`config.mk`:
```
export PLATFORM = sky130hd
export DESIGN_NAME = window_3x3_gen
export DESIGN_NICKNAME = d
export VERILOG_FILES = /design/src/rtl/window_3x3_gen.sv
export SDC_FILE = /design/constraint.sdc
export NUM_CORES = 1
export LEC_CHECK = 0
export BUFFER_PORTS_ARGS = -buffer_cell sky130_fd_sc_hd__buf_2
export CORE_MARGIN = 5
export CORE_UTILIZATION = 45
export DETAILED_ROUTE_END_ITERATION = 8
export RECOVER_POWER = 100
export SYNTH_ARGS = -nofsm -noshare
export SYNTH_HDL_FRONTEND = slang
export SYNTH_SLANG_ARGS = --single-unit
```
`constraint.sdc`:
```
create_clock -name clk -period 3.67 [get_ports clk]
set_clock_uncertainty 0.2 [all_clocks]
set_input_delay 0.1835 -clock clk [delete_from_list [all_inputs] [get_ports clk]]
set_output_delay 0.1835 -clock clk [all_outputs]
set_load 0.03 [all_outputs]
```
`src/rtl/window_3x3_gen.sv`:
```
// ============================================================================
// window_3x3_gen : raster stream to 3x3 interior neighbourhood window
// Rev 1.0 - initial release
// ============================================================================
`timescale 1ns/1ps
`default_nettype none

module window_3x3_gen #(
  parameter int DW   = 8,
  parameter int HMAX = 9,
  parameter int VMAX = 9
) (
  input  logic                     clk,
  input  logic                     reset,
  input  logic                     pix_valid,
  input  logic                     pix_hStart,
  input  logic                     pix_hEnd,
  input  logic                     pix_vStart,
  input  logic                     pix_vEnd,
  input  logic [DW-1:0]            pix_data,
  output logic [9*DW-1:0]          win_data,
  output logic                     win_valid,
  output logic [$clog2(VMAX)-1:0]  win_row,
  output logic [$clog2(HMAX)-1:0]  win_col,
  output logic                     win_frame_end,
  output logic                     sync_err
);

  localparam int RW = $clog2(VMAX);
  localparam int CW = $clog2(HMAX);

  localparam logic [RW-1:0] c_ROW_LAST = RW'(VMAX - 1);
  localparam logic [CW-1:0] c_COL_LAST = CW'(HMAX - 1);
  localparam logic [RW-1:0] c_ROW_TWO  = RW'(2);
  localparam logic [CW-1:0] c_COL_TWO  = CW'(2);
  localparam logic [RW-1:0] c_ROW_ONE  = RW'(1);
  localparam logic [CW-1:0] c_COL_ONE  = CW'(1);

  logic [RW-1:0]   r_row;
  logic [CW-1:0]   r_col;
  logic [9*DW-1:0] r_win;
  logic [DW-1:0]   r_lb1 [HMAX];
  logic [DW-1:0]   r_lb2 [HMAX];

  logic [RW-1:0]   w_effRow;
  logic [CW-1:0]   w_effCol;
  logic [RW-1:0]   w_nextRow;
  logic [CW-1:0]   w_nextCol;
  logic            w_isLast;
  logic            w_emit;
  logic            w_errNow;
  logic [DW-1:0]   w_lb1Rd;
  logic [DW-1:0]   w_lb2Rd;
  logic [9*DW-1:0] w_winNext;

  // A vStart pixel is position (0,0) no matter where the counters are.
  assign w_effRow = pix_vStart ? '0 : r_row;
  assign w_effCol = pix_vStart ? '0 : r_col;
  assign w_isLast = (w_effRow == c_ROW_LAST) && (w_effCol == c_COL_LAST);
  assign w_emit   = (w_effRow >= c_ROW_TWO) && (w_effCol >= c_COL_TWO);

  always_comb begin
    w_nextCol = w_effCol + c_COL_ONE;
    w_nextRow = w_effRow;
    if (w_effCol == c_COL_LAST) begin
      w_nextCol = '0;
      w_nextRow = (w_effRow == c_ROW_LAST) ? '0 : (w_effRow + c_ROW_ONE);
    end
  end

  assign w_errNow = (pix_vStart && ((r_row != '0) || (r_col != '0)))
                 || (pix_hStart && (w_effCol != '0))
                 || (pix_hEnd   && (w_effCol != c_COL_LAST))
                 || (pix_vEnd   && !w_isLast);

  assign w_lb1Rd = r_lb1[w_effCol];
  assign w_lb2Rd = r_lb2[w_effCol];

  always_comb begin
    w_winNext = r_win;
    for (int i = 0; i < 3; i++) begin
      w_winNext[(3*i+0)*DW +: DW] = r_win[(3*i+1)*DW +: DW];
      w_winNext[(3*i+1)*DW +: DW] = r_win[(3*i+2)*DW +: DW];
    end
    w_winNext[2*DW +: DW] = w_lb2Rd;
    w_winNext[5*DW +: DW] = w_lb1Rd;
    w_winNext[8*DW +: DW] = pix_data;
  end

  // Line buffers carry no reset; stale content is never emitted (r>=2 rule).
  always_ff @(posedge clk) begin
    if (pix_valid && !reset) begin
      r_lb2[w_effCol] <= w_lb1Rd;
      r_lb1[w_effCol] <= pix_data;
    end
  end

  always_ff @(posedge clk) begin
    if (reset) begin
      r_row         <= '0;
      r_col         <= '0;
      r_win         <= '0;
      win_data      <= '0;
      win_valid     <= 1'b0;
      win_row       <= '0;
      win_col       <= '0;
      win_frame_end <= 1'b0;
      sync_err      <= 1'b0;
    end else if (pix_valid) begin
      r_row         <= w_nextRow;
      r_col         <= w_nextCol;
      r_win         <= w_winNext;
      win_valid     <= w_emit;
      win_frame_end <= w_emit && w_isLast;
      if (w_errNow)
        sync_err <= 1'b1;
      // Output copy only moves on a pulse so win_data holds between windows.
      if (w_emit) begin
        win_data <= w_winNext;
        win_row  <= w_effRow - c_ROW_ONE;
        win_col  <= w_effCol - c_COL_ONE;
      end
    end else begin
      win_valid     <= 1'b0;
      win_frame_end <= 1'b0;
    end
  end

endmodule

`default_nettype wire

```
==> Word-level counts from Yosys, hierarchy flattened <==
Memories as Yosys holds them, arrays and structs flattened.
Cells that the tools add are included.
{ "op_classes": {"add_sub_neg": 4, "n_lt_le_gt_ge": 2, "n_eq_ne": 3, "mux": 7, "n_bitwise": 1, "n_reduce_logical": 20} }
{ "ops": {"columns": ["cell", "n"], "rows": [
  ["$mux W4", 5],
  ["$reduce_bool A4 Y1", 3],
  ["$add A4 B1 Y4 const B", 2],
  ["$eq A4 B4 Y1 const B", 2],
  ["$ge A4 B2 Y1 const B", 2],
  ["$logic_and A1 B1 Y1", 8],
  ["$sub A4 B1 Y4 const B", 2],
  ["$logic_or A1 B1 Y1", 4],
  ["$ne A4 B4 Y1 const B", 1],
  ["$reduce_and A2 Y1", 2],
  ["$logic_not A1 Y1", 2],
  ["$mux W1", 2],
  ["$reduce_or A2 Y1", 1],
  ["$not A1 Y1", 1]
]} }
{ "word_totals": {"regBits": 163, "ram_bits": 144, "in_bits": 15, "out_inout_bits": 83, "n_memories": 2} }
{ "memory_table": {"columns": ["memory", "depth", "width", "rd", "rd_ports_with_merged_regs", "write_ports", "line", "source"], "rows": [
  ["r_lb1", 9, 8, 1, 0, 1, "42", "logic [DW-1:0] r_lb1 [HMAX];"],
  ["r_lb2", 9, 8, 1, 0, 1, "43", "logic [DW-1:0] r_lb2 [HMAX];"]
]} }

==> Logic depth before layout (Yosys ltp) <==
Gate-level depths: netlist (run 1).
{ "depth": {"word_depth": 7, "depth_mapped": 12, "depth_no_buf": 7} }

==> Worst setup path before layout (run 1) <==
OpenSTA, ideal clock, no wires.
{ "synth_path": {"path_type": "register to register", "start": "register r_col[1]", "end": "memory r_lb1[8][0] (enable)", "setup_ns": 0.409, "arrival_ns": 2.272, "slack_ns": 0.789, "path_stages_with_launch": 8, "n_path_buf": 3, "path_cell_list": "dfxtp_1 > buf_4 > nand2b_1 > buf_2 > buf_2 > ha_1 > nand3b_1 > nor3_1"} }
{ "synth_via": {"elab_chain_len": 1} }
{ "synth_rtl": {"columns": ["item", "line", "source"], "rows": [
  ["from (decl)", "40", "logic [CW-1:0] r_col;"],
  ["from (signal assigned)", "111", "r_col <= w_nextCol;"],
  ["$mux W4", "58", "assign w_effCol = pix_vStart ? '0 : r_col;"],
  ["to (decl)", "42", null]
]} }
No other way between the ends.

==> Worst setup path after layout (run 1) <==
{ "layout_path": {"start": "register r_col[3]", "end": "memory r_lb1[0][0] (enable)"} }
The elaborated chain is that of the path after synthesis.

==> results of run 1 <==
==> cell usage in the layout, fill, tap and decap left out, types with 16 or more instances in the layout <==
cell type and instances:
mux2i_1 64, a21oi_1 106, o21bai_1 24, nor2_1 55, clkbuf_16 31, buf_4 16, nand3b_1 18, edfxtp_1 144
dfxtp_1 139, nand2b_1 18, nand2_1 145, a31oi_1 16, o21ai_0 39, clkbuf_1 101
==> cell families (layout without fill, tap and decap cells) <==
kind of cell / after synthesis / after routing / synth area share (%)
compound gates: 253 / 253 / 14.6
xor+xnor: 5 / 5 / 0.389
fa+ha+maj: 8 / 8 / 0.889
buf+inv: 80 / 198 / 3.77
flops: 283 / 283 / 63.1
mux: 65 / 65 / 5.89
simple gates: 280 / 280 / 11.3
==> critical path, cell delays in order, from the launching register on <==
cell and delay, ns:
dfxtp_1 0.45, o21bai_2 0.79, nand2_1 0.20, nor3_1 0.18, clkbuf_1 0.94
==> path summary, 6_finish.rpt <==
check | startpoint | to | slack (ns) | depth (start not counted)
setup / recovery | r_col[3] | r_lb1[0][0] | 0.51 | 4
hold / removal | pix_vStart | r_row[3] | 0.11 | 2
setup reg to reg | r_col[3] | r_lb1[0][0] | 0.51 | 4
hold reg to reg | r_win[14] | win_data[6] | 0.25 | 2
==> layout make-up <==
class | instances | area (sq um)
fillers | 2247 | 11600
flip-flops and latches | 283 | 7110
multi-input cells | 611 | 3730
clock buffers | 32 | 779
repair buffers | 136 | 686
well taps | 324 | 405
clock inverters | 24 | 135
inverters | 6 | 22.5
==> registers in the layout, summed over array words and instances, names as in the netlist <==
register,count
win_data,72
r_lb2,72
r_lb1,72
r_row,4
win_valid,1
r_col,4
r_win,48
win_frame_end,1
win_row,4
win_col,4
sync_err,1
==> stage by stage <==
step                      utilization [%]  instance area, sq um  total power [mW]  worst slack (ns)
after global routing                 52.6                 12900              6.75             0.341
after CTS                            53.3                 13000              6.59             0.749
final                                52.6                 12900              6.53             0.513
after floorplan                         -                 11300              3.69             0.789
after detailed placement             49.0                 12000              3.80             0.756
after global placement               49.0                 12000              3.80             0.779
==> routing by layer <==
metal	track usage, %	share of wire, %	vias to the layer above
li1	-	-	3715
met1	25.6	45	3642
met2	31.2	47	178
met3	2.84	4.5	50
met4	5.36	2.9	0
met5	0	0	-
==> power by group <==
group	leakage (nW)	switching (mW)	internal, mW	total [mW]
logic	1.57	0.208	0.116	0.324
registers	2.43	0.0367	3.38	3.42
clock network	0.450	1.20	1.59	2.79
total	4.44	1.45	5.09	6.53
==> results.toml, run 1 <==
[cts]
cts_sinks = 283
clockRootBuffer = "clkbuf_16"
cts_made_buffers = 30
post_cts_buffers = 0
cts_tree = "built"
htree_levels = 1
clk_pin_slew_ns = 0.06
clk_path_buf_depth = 3
postCtsHoldBufs = 12
worstSkewPairLatency_ns = 0.55
post_cts_resized = 0

[power]
leakage_nw = 4.44
vdd_ir_drop_max_mv = 0.425
p_per_area_mw_per_mm2 = 508

[global_routing]
grt_overflow_total = 0
grt_start_max_net_pins = 93
grt_pass1_vias = 7286
antenna_found_initial = 0
grt.total_usage_pct = 18.8
grt_pass1_wl_microns = 42400

[yosys]
synth_top_area_share_pct = 38.4
async_reset_ff_share_pct = 0
synth_edf_count = 144
yosysWarningCount = 0
yosysTopAreaCell = "edfxtp_1"
ys_top_cells_by_count = "nand2_1 (145), edfxtp_1 (144), dfxtp_1 (139)"
ys.flop_type = "edfxtp_1"
ys_types = 52
synth.most_common_cell = "nand2_1"
synthesis.area_sq_mm = 0.0113
ys_ff_latch = 283
syn-num-nets = 997
synthCells = 974
yosysSeqAreaShare_pct = 63.1
yosys-top-cells-area = "edfxtp_1 (38%), dfxtp_1 (25%), mux2i_1 (5.7%), nand2_1 (4.8%), a21oi_1 (4.7%)"
avgSynthCellArea_sq_um = 11.6

[job]
maxCapViolCount = 1

[drt]
firstDrtPassIters = 5
wirelength_microns = 27200
vias_per_cell = 5.36
ant_nets = 0
wl_per_cell_microns = 19.2
dr_total_vias = 7585
drc = 0
initialDrtViolationCount = 482

[min_path]
hold_class = "input port to flop"

[floorplan]
num_rows = 57
ios = 98
core_sq_mm = 0.0245
die_h_microns = 168
die_width_microns = 168
dieArea_sq_mm = 0.0283
start_util_pct = 46.0

[outcome]
status = "complete, but fails checks"
violations = "max-capacitance violations, max-slew violations"

[finish]
area_growth_pct = 14.3
drive_gt1_share_pct = 9.16
instances_no_fill = 1416
n_antenna_cell = 0
nNetsFinal = 1091

[setup_path]
path_max_fanout = 19
endpoint_kind = "flop"
worst_ep_required_time_ns = 3.63
crit_type = "flop to flop"
startpoint_type = "flop"
crit_arrival_ns = 3.11

[timing]
max_freq_mhz = 317
hold_ws_ns = 0.113
hold_violations = 0
slew_violations = 64
tightest_slew_ns = 1.86
fin_crit_sh_pct = 86.0
relSlewSlack_pct = -24.3
setup_viol = 0
period_needed_ns = 3.16
rsz0062_at_grt = "false"
tns_ns = 0

[place]
place_congestion = 0.782
place_hpwl_microns = 16700
io_buffer_count = 97
place_inst = 1348
No activity file was read; power rests on OpenSTA's default activity.
==> inputs of run 2 (changes only) <==
ABC_AREA = 1   (was unset)
==> run 2 against run 1 <==
- the run now ends clean
- synthesized cell count rose by 21%
- wire length down 1.8%
- sequential power about the same
- combinational power down 3%
- clock power up 2%
- count of clock-buffer cells in the layout rose by 12
- die area fell by 1.6%
- critical path depth grew 7
- sequential cell count is the same
- worst hold slack gained 0.14 ns
- core utilization down 0.17 points
- non-clock buffer count grew 3
- largest cell class unchanged
==> results.toml, run 2 <==
[floorplan]
dieArea_sq_mm = 0.0278
die_width_microns = 167
num_rows = 57
ios = 98
start_util_pct = 45.6
core_sq_mm = 0.0242
die_h_microns = 167

[timing]
max_freq_mhz = 287
period_needed_ns = 3.49
setup_viol = 0
relSlewSlack_pct = 14.7
tightest_slew_ns = 1.28
slew_violations = 0
hold_violations = 0
fin_crit_sh_pct = 95.0
rsz0062_at_grt = "false"
worst_slack_ns = 0.184
tns_ns = 0

[cts]
post_cts_buffers = 0
cts_sinks = 283
worstSkewPairLatency_ns = 0.55
htree_levels = 1
clockRootBuffer = "clkbuf_16"
clk_pin_slew_ns = 0.06
clk_path_buf_depth = 3
cts_made_buffers = 29
cts_tree = "built"

[setup_path]
crit_arrival_ns = 3.72
cp_slowest_cell = "buf_4"
reg2reg_setup_slack_ns = 0.28
r2r_cells = 7
crit_type = "input port to flop"
critPathMaxStageDelay_ns = 0.62
path_max_fanout = 80
endpoint_kind = "flop"
regToRegEndpoint = "r_lb2[5][3]"
reg2reg_from = "r_col[0]"
path_cells = "dlygate4sd3_1 > buf_2 > inv_4 > nand2_1 > buf_4 > nand3_1 > nand3_4 > inv_6 > nand2_1 > a21oi_1 > dlygate4sd3_1"
startpoint_type = "input port"
worst_ep_required_time_ns = 3.90

[global_routing]
grt_start_max_net_pins = 81
antenna_found_initial = 0
grt_pass1_vias = 8059
grt_overflow_total = 0
grt_pass1_wl_microns = 43200
grt.total_usage_pct = 19.0

[yosys]
ys_top_cells_by_count = "nand2_1 (339), edfxtp_1 (144), dfxtp_1 (139)"
synthesis.area_sq_mm = 0.0111
ys.flop_type = "edfxtp_1"
synth.most_common_cell = "nand2_1"
synth_top_area_share_pct = 39.1
async_reset_ff_share_pct = 0
avgSynthCellArea_sq_um = 9.41
yosysSeqAreaShare_pct = 64.2
synth_edf_count = 144
ys_ff_latch = 283
yosys-top-cells-area = "edfxtp_1 (39%), dfxtp_1 (25%), nand2_1 (11%), inv_1 (3.9%), nor2_1 (3.4%)"
ys_types = 31
synthCells = 1176
yosysTopAreaCell = "edfxtp_1"
syn-num-nets = 1199
yosysWarningCount = 0

[drt]
wl_per_cell_microns = 16.4
initialDrtViolationCount = 527
dr_total_vias = 8070
ant_nets = 0
drc = 0
firstDrtPassIters = 5
vias_per_cell = 4.95
wirelength_microns = 26700

[finish]
nNetsFinal = 1308
final_util_pct = 52.4
n_antenna_cell = 0
drive_gt1_share_pct = 5.66
instances_no_fill = 1631
layout_common_cells = "nand2_1 (340), edfxtp_1 (144), dfxtp_1 (139), inv_1 (114), clkbuf_1 (114)"
reg.largest.list = "r_lb1 (72), r_lb2 (72), win_data (72)"
area_growth_pct = 14.9
final_common_cell = "nand2_1"

[place]
place_hpwl_microns = 16400
place_inst = 1562
io_buffer_count = 97
dp_worst_setup_slack_ns = 0.604
place_congestion = 0.880

[min_path]
min_to = "sync_err"
hold_class = "flop to flop"
hold-path-cell-count = 2
min_from = "sync_err"

[outcome]
status = "finished, final reports clean"

[power]
clock_power_share_pct = 43.4
switching_share_pct = 21.8
power.switching_mw = 1.43
p_int_mw = 5.14
vdd_ir_drop_max_mv = 0.303
pwr-share-seq_pct = 51.8
p_comb_share_pct = 4.8
leakage_nw = 4.90
p_per_area_mw_per_mm2 = 517

[job]
maxCapViolCount = 0
run 2: cell count changes after synthesis, moves of 39 or more:
cell,previous run,this run
a21oi_1,106,67
inv_1,4,114
mux2i_1,64,0
nand2_1,145,339
nand3_1,12,67
nor2_1,55,100
run 2: critical path: cells and delay by family:
| kind | cells | cell delay (ns) |
|---|---|---|
| simple gates | 4 | 0.93 |
| compound gates | 1 | 0.07 |
| buf+inv | 6 | 2.45 |
run 2: logic make-up (layout without fill, tap and decap cells):
kind of cell,after synthesis,in the layout,share of synthesized area (%)
adder cells (fa/ha/maj),8,8,0.905
AND/OR/NAND/NOR,527,527,19.4
flip-flops,283,283,64.2
XOR/XNOR,5,5,0.396
AO/OA/AOI/OAI,172,172,7.90
buffers and inverters,181,312,7.19
run 2: worst max-delay path by stage:
| stage | slack (ns) | from | end |
|---|---|---|---|
| floorplan | 0.80 | r_col[0] | r_lb1[3][0] |
| global placement | 0.60 | pix_vStart | win_data[40] |
| detailed placement | 0.60 | pix_vStart | win_data[40] |
| CTS | 0.12 | pix_vStart | win_data[68] |
| global route | 0.02 | pix_vStart | win_data[65] |
| finish | 0.18 | pix_vStart | win_data[68] |
run 2: cell type report:
type | count | area, sq um
fill | 2326 | 11500
clock buffer | 44 | 822
clock inverter | 9 | 97.6
inverter | 120 | 458
multi-input combinational | 712 | 3150
timing repair buffer | 139 | 667
tap | 324 | 405
sequential | 283 | 7110
run 2: power by group through the flow:
| stage | sequential (mW) | clock, mW | combinational (mW) |
|---|---|---|---|
| after global routing | 3.41 | 3.04 | 0.352 |
| after global placement | 3.47 | 0 | 0.310 |
| after floorplan | 3.47 | 0 | 0.190 |
| after CTS | 3.40 | 2.90 | 0.326 |
| after detailed placement | 3.47 | 0 | 0.314 |
| final | 3.40 | 2.85 | 0.313 |
run 2: per-stage QoR:
step,hold WS (ns),power [mW],area [sq um]
6_report,0.251,6.57,12700
5_1_grt,0.282,6.80,12700
4_1_cts,0.251,6.63,12900
3_5_place_dp,0.237,3.78,11900
3_3_place_gp,0.234,3.78,11900
2_1_floorplan,0.0824,3.66,11100
run 2: repair_timing:
| item | CTS | global route |
|---|---|---|
| hold endpoints to repair | 106 | 0 |
| hold buffers | 16 | 0 |
| endpoints found under the setup margin | 0 | 3 |
| gates resized for setup | 0 | 1 |
run 2: routing by layer:
| metal | global-route usage, % | vias to the layer above | part of all wire (%) |
|---|---|---|---|
| met1 | 25.1 | 3792 | 46 |
| li1 | - | 4036 | - |
| met5 | 0 | - | 0 |
| met4 | 5.19 | 0 | 2.5 |
| met2 | 32.5 | 196 | 47 |
| met3 | 3.25 | 46 | 5.3 |
==> inputs of run 3 (changes only) <==
clock period = 4.4 ns   (was 3.67 ns; I/O delays follow)
==> run 3 against run 2 <==
- final cell count shrank 0.18%
- non-clock buffer count shrank 6
- die area is the same
==> results.toml, run 3 (synthesized netlist as in run 2, its figures left out) <==
[global_routing]
grt_overflow_total = 0
grt_start_max_net_pins = 82
grt_pass1_vias = 7803
grt.total_usage_pct = 18.9
grt_pass1_wl_microns = 43200
antenna_found_initial = 0

[floorplan]
die_h_microns = 167
dieArea_sq_mm = 0.0278
num_rows = 57
start_util_pct = 45.6
ios = 98
core_sq_mm = 0.0242
die_width_microns = 167

[timing]
max_freq_mhz = 261
worst_slack_ns = 0.574
slew_violations = 0
period_needed_ns = 3.83
fin_crit_sh_pct = 86.9
setup_viol = 0
tns_ns = 0
rsz0062_at_grt = "false"
hold_ws_ns = 0.257
tightest_slew_ns = 1.48
hold_violations = 0
relSlewSlack_pct = 1.03

[power]
p_per_area_mw_per_mm2 = 426
leakage_nw = 4.84
total_power_mw = 5.40
vdd_ir_drop_max_mv = 0.347

[drt]
initialDrtViolationCount = 534
wl_per_cell_microns = 16.4
wirelength_microns = 26700
drc = 0
vias_per_cell = 4.91
firstDrtPassIters = 5
dr_total_vias = 7995
ant_nets = 0

[setup_path]
r2r_cells = 6
startpoint_type = "input port"
path_cells = "dlygate4sd3_1 > clkbuf_1 > inv_4 > nand2_2 > inv_1 > ha_1 > inv_1 > nand3_1 > nand3_4 > buf_4 > nand2_1 > a21oi_1 > dlygate4sd3_1"
endpoint_kind = "flop"
cp_slowest_cell = "buf_4"
cp_num_buf_inv = 7
critPathMaxStageDelay_ns = 0.66
path_max_fanout = 81
worst_ep_required_time_ns = 4.69
crit_type = "input port to flop"
crit_arrival_ns = 4.12
crit_family = "buffers and inverters"
cp.depth = 13

[cts]
htree_levels = 1
clockRootBuffer = "clkbuf_16"
worstSkewPairLatency_ns = 0.55
clk_path_buf_depth = 3
cts_sinks = 283
post_cts_resized = 0
post_cts_buffers = 0
cts_tree = "built"
clk_pin_slew_ns = 0.06
cts_made_buffers = 30

[place]
place_congestion = 0.801
dp_worst_setup_slack_ns = 1.39
io_buffer_count = 97
place_hpwl_microns = 16300

[finish]
drive_gt1_share_pct = 5.14
fill_cells = 2310
nNetsFinal = 1303
area_growth_pct = 14.4
reg.largest.list = "r_lb1 (72), r_lb2 (72), win_data (72)"
final_common_cell = "nand2_1"
layout_common_cells = "nand2_1 (339), edfxtp_1 (144), dfxtp_1 (139), clkbuf_1 (123), inv_1 (115)"
n_antenna_cell = 0
final_util_pct = 52.2

[min_path]
hold_class = "flop to flop"
hold-path-cell-count = 2

[job]
maxCapViolCount = 0

[outcome]
status = "finished, final reports clean"
## run 3: timing repair
item | CTS | global route
hold buffers | 14 | 0
setup endpoints to repair | 0 | 0
hold endpoints to repair | 114 | 0
## run 3: layer usage
metal  global-route usage (%)  up-vias  part of all wire [%]
li1                         -     4018                     -
met4                     4.06        0                   1.6
met3                     2.94       31                   4.7
met2                     32.5      185                    48
met1                     25.6     3761                    45
met5                        0        -                     0
## run 3: where the power goes
part	switching [mW]	leakage (nW)	internal, mW
sequential	0.0187	2.43	2.82
clock	0.979	0.430	1.32
combinational	0.192	1.98	0.0644
## run 3: layout make-up
cell class              instances  area [sq um]  share of cell area [%]
inverters                     120           455                    3.60
multi-input cells             712          3170                    25.0
repair buffers                133           618                    4.88
clock inverters                 6          50.0                   0.395
well taps                     324           405                    3.20
clock buffers                  50           856                    6.76
flip-flops and latches        283          7110                    56.1
## run 3: final timing paths
check	start	end	slack (ns)
min reg2reg	r_win[32]	r_win[32]	0.26
max reg2reg	r_col[0]	r_lb2[7][5]	0.73
min	r_win[32]	r_win[32]	0.26
max	pix_vStart	win_data[68]	0.57
## run 3: tightest hold or removal path, cell delays in order (launching register included)
cell,delay [ns]
dfxtp_1,0.33
nand2_1,0.05
o21ai_0,0.05
## run 3: per-stage QoR
stage / std cells / instance area (sq um)
final: 1628 / 12700
after detailed placement: 1558 / 11800
after global routing: 1628 / 12700
after global placement: 1558 / 11800
after floorplan: 1176 / 11100
after CTS: 1628 / 12900
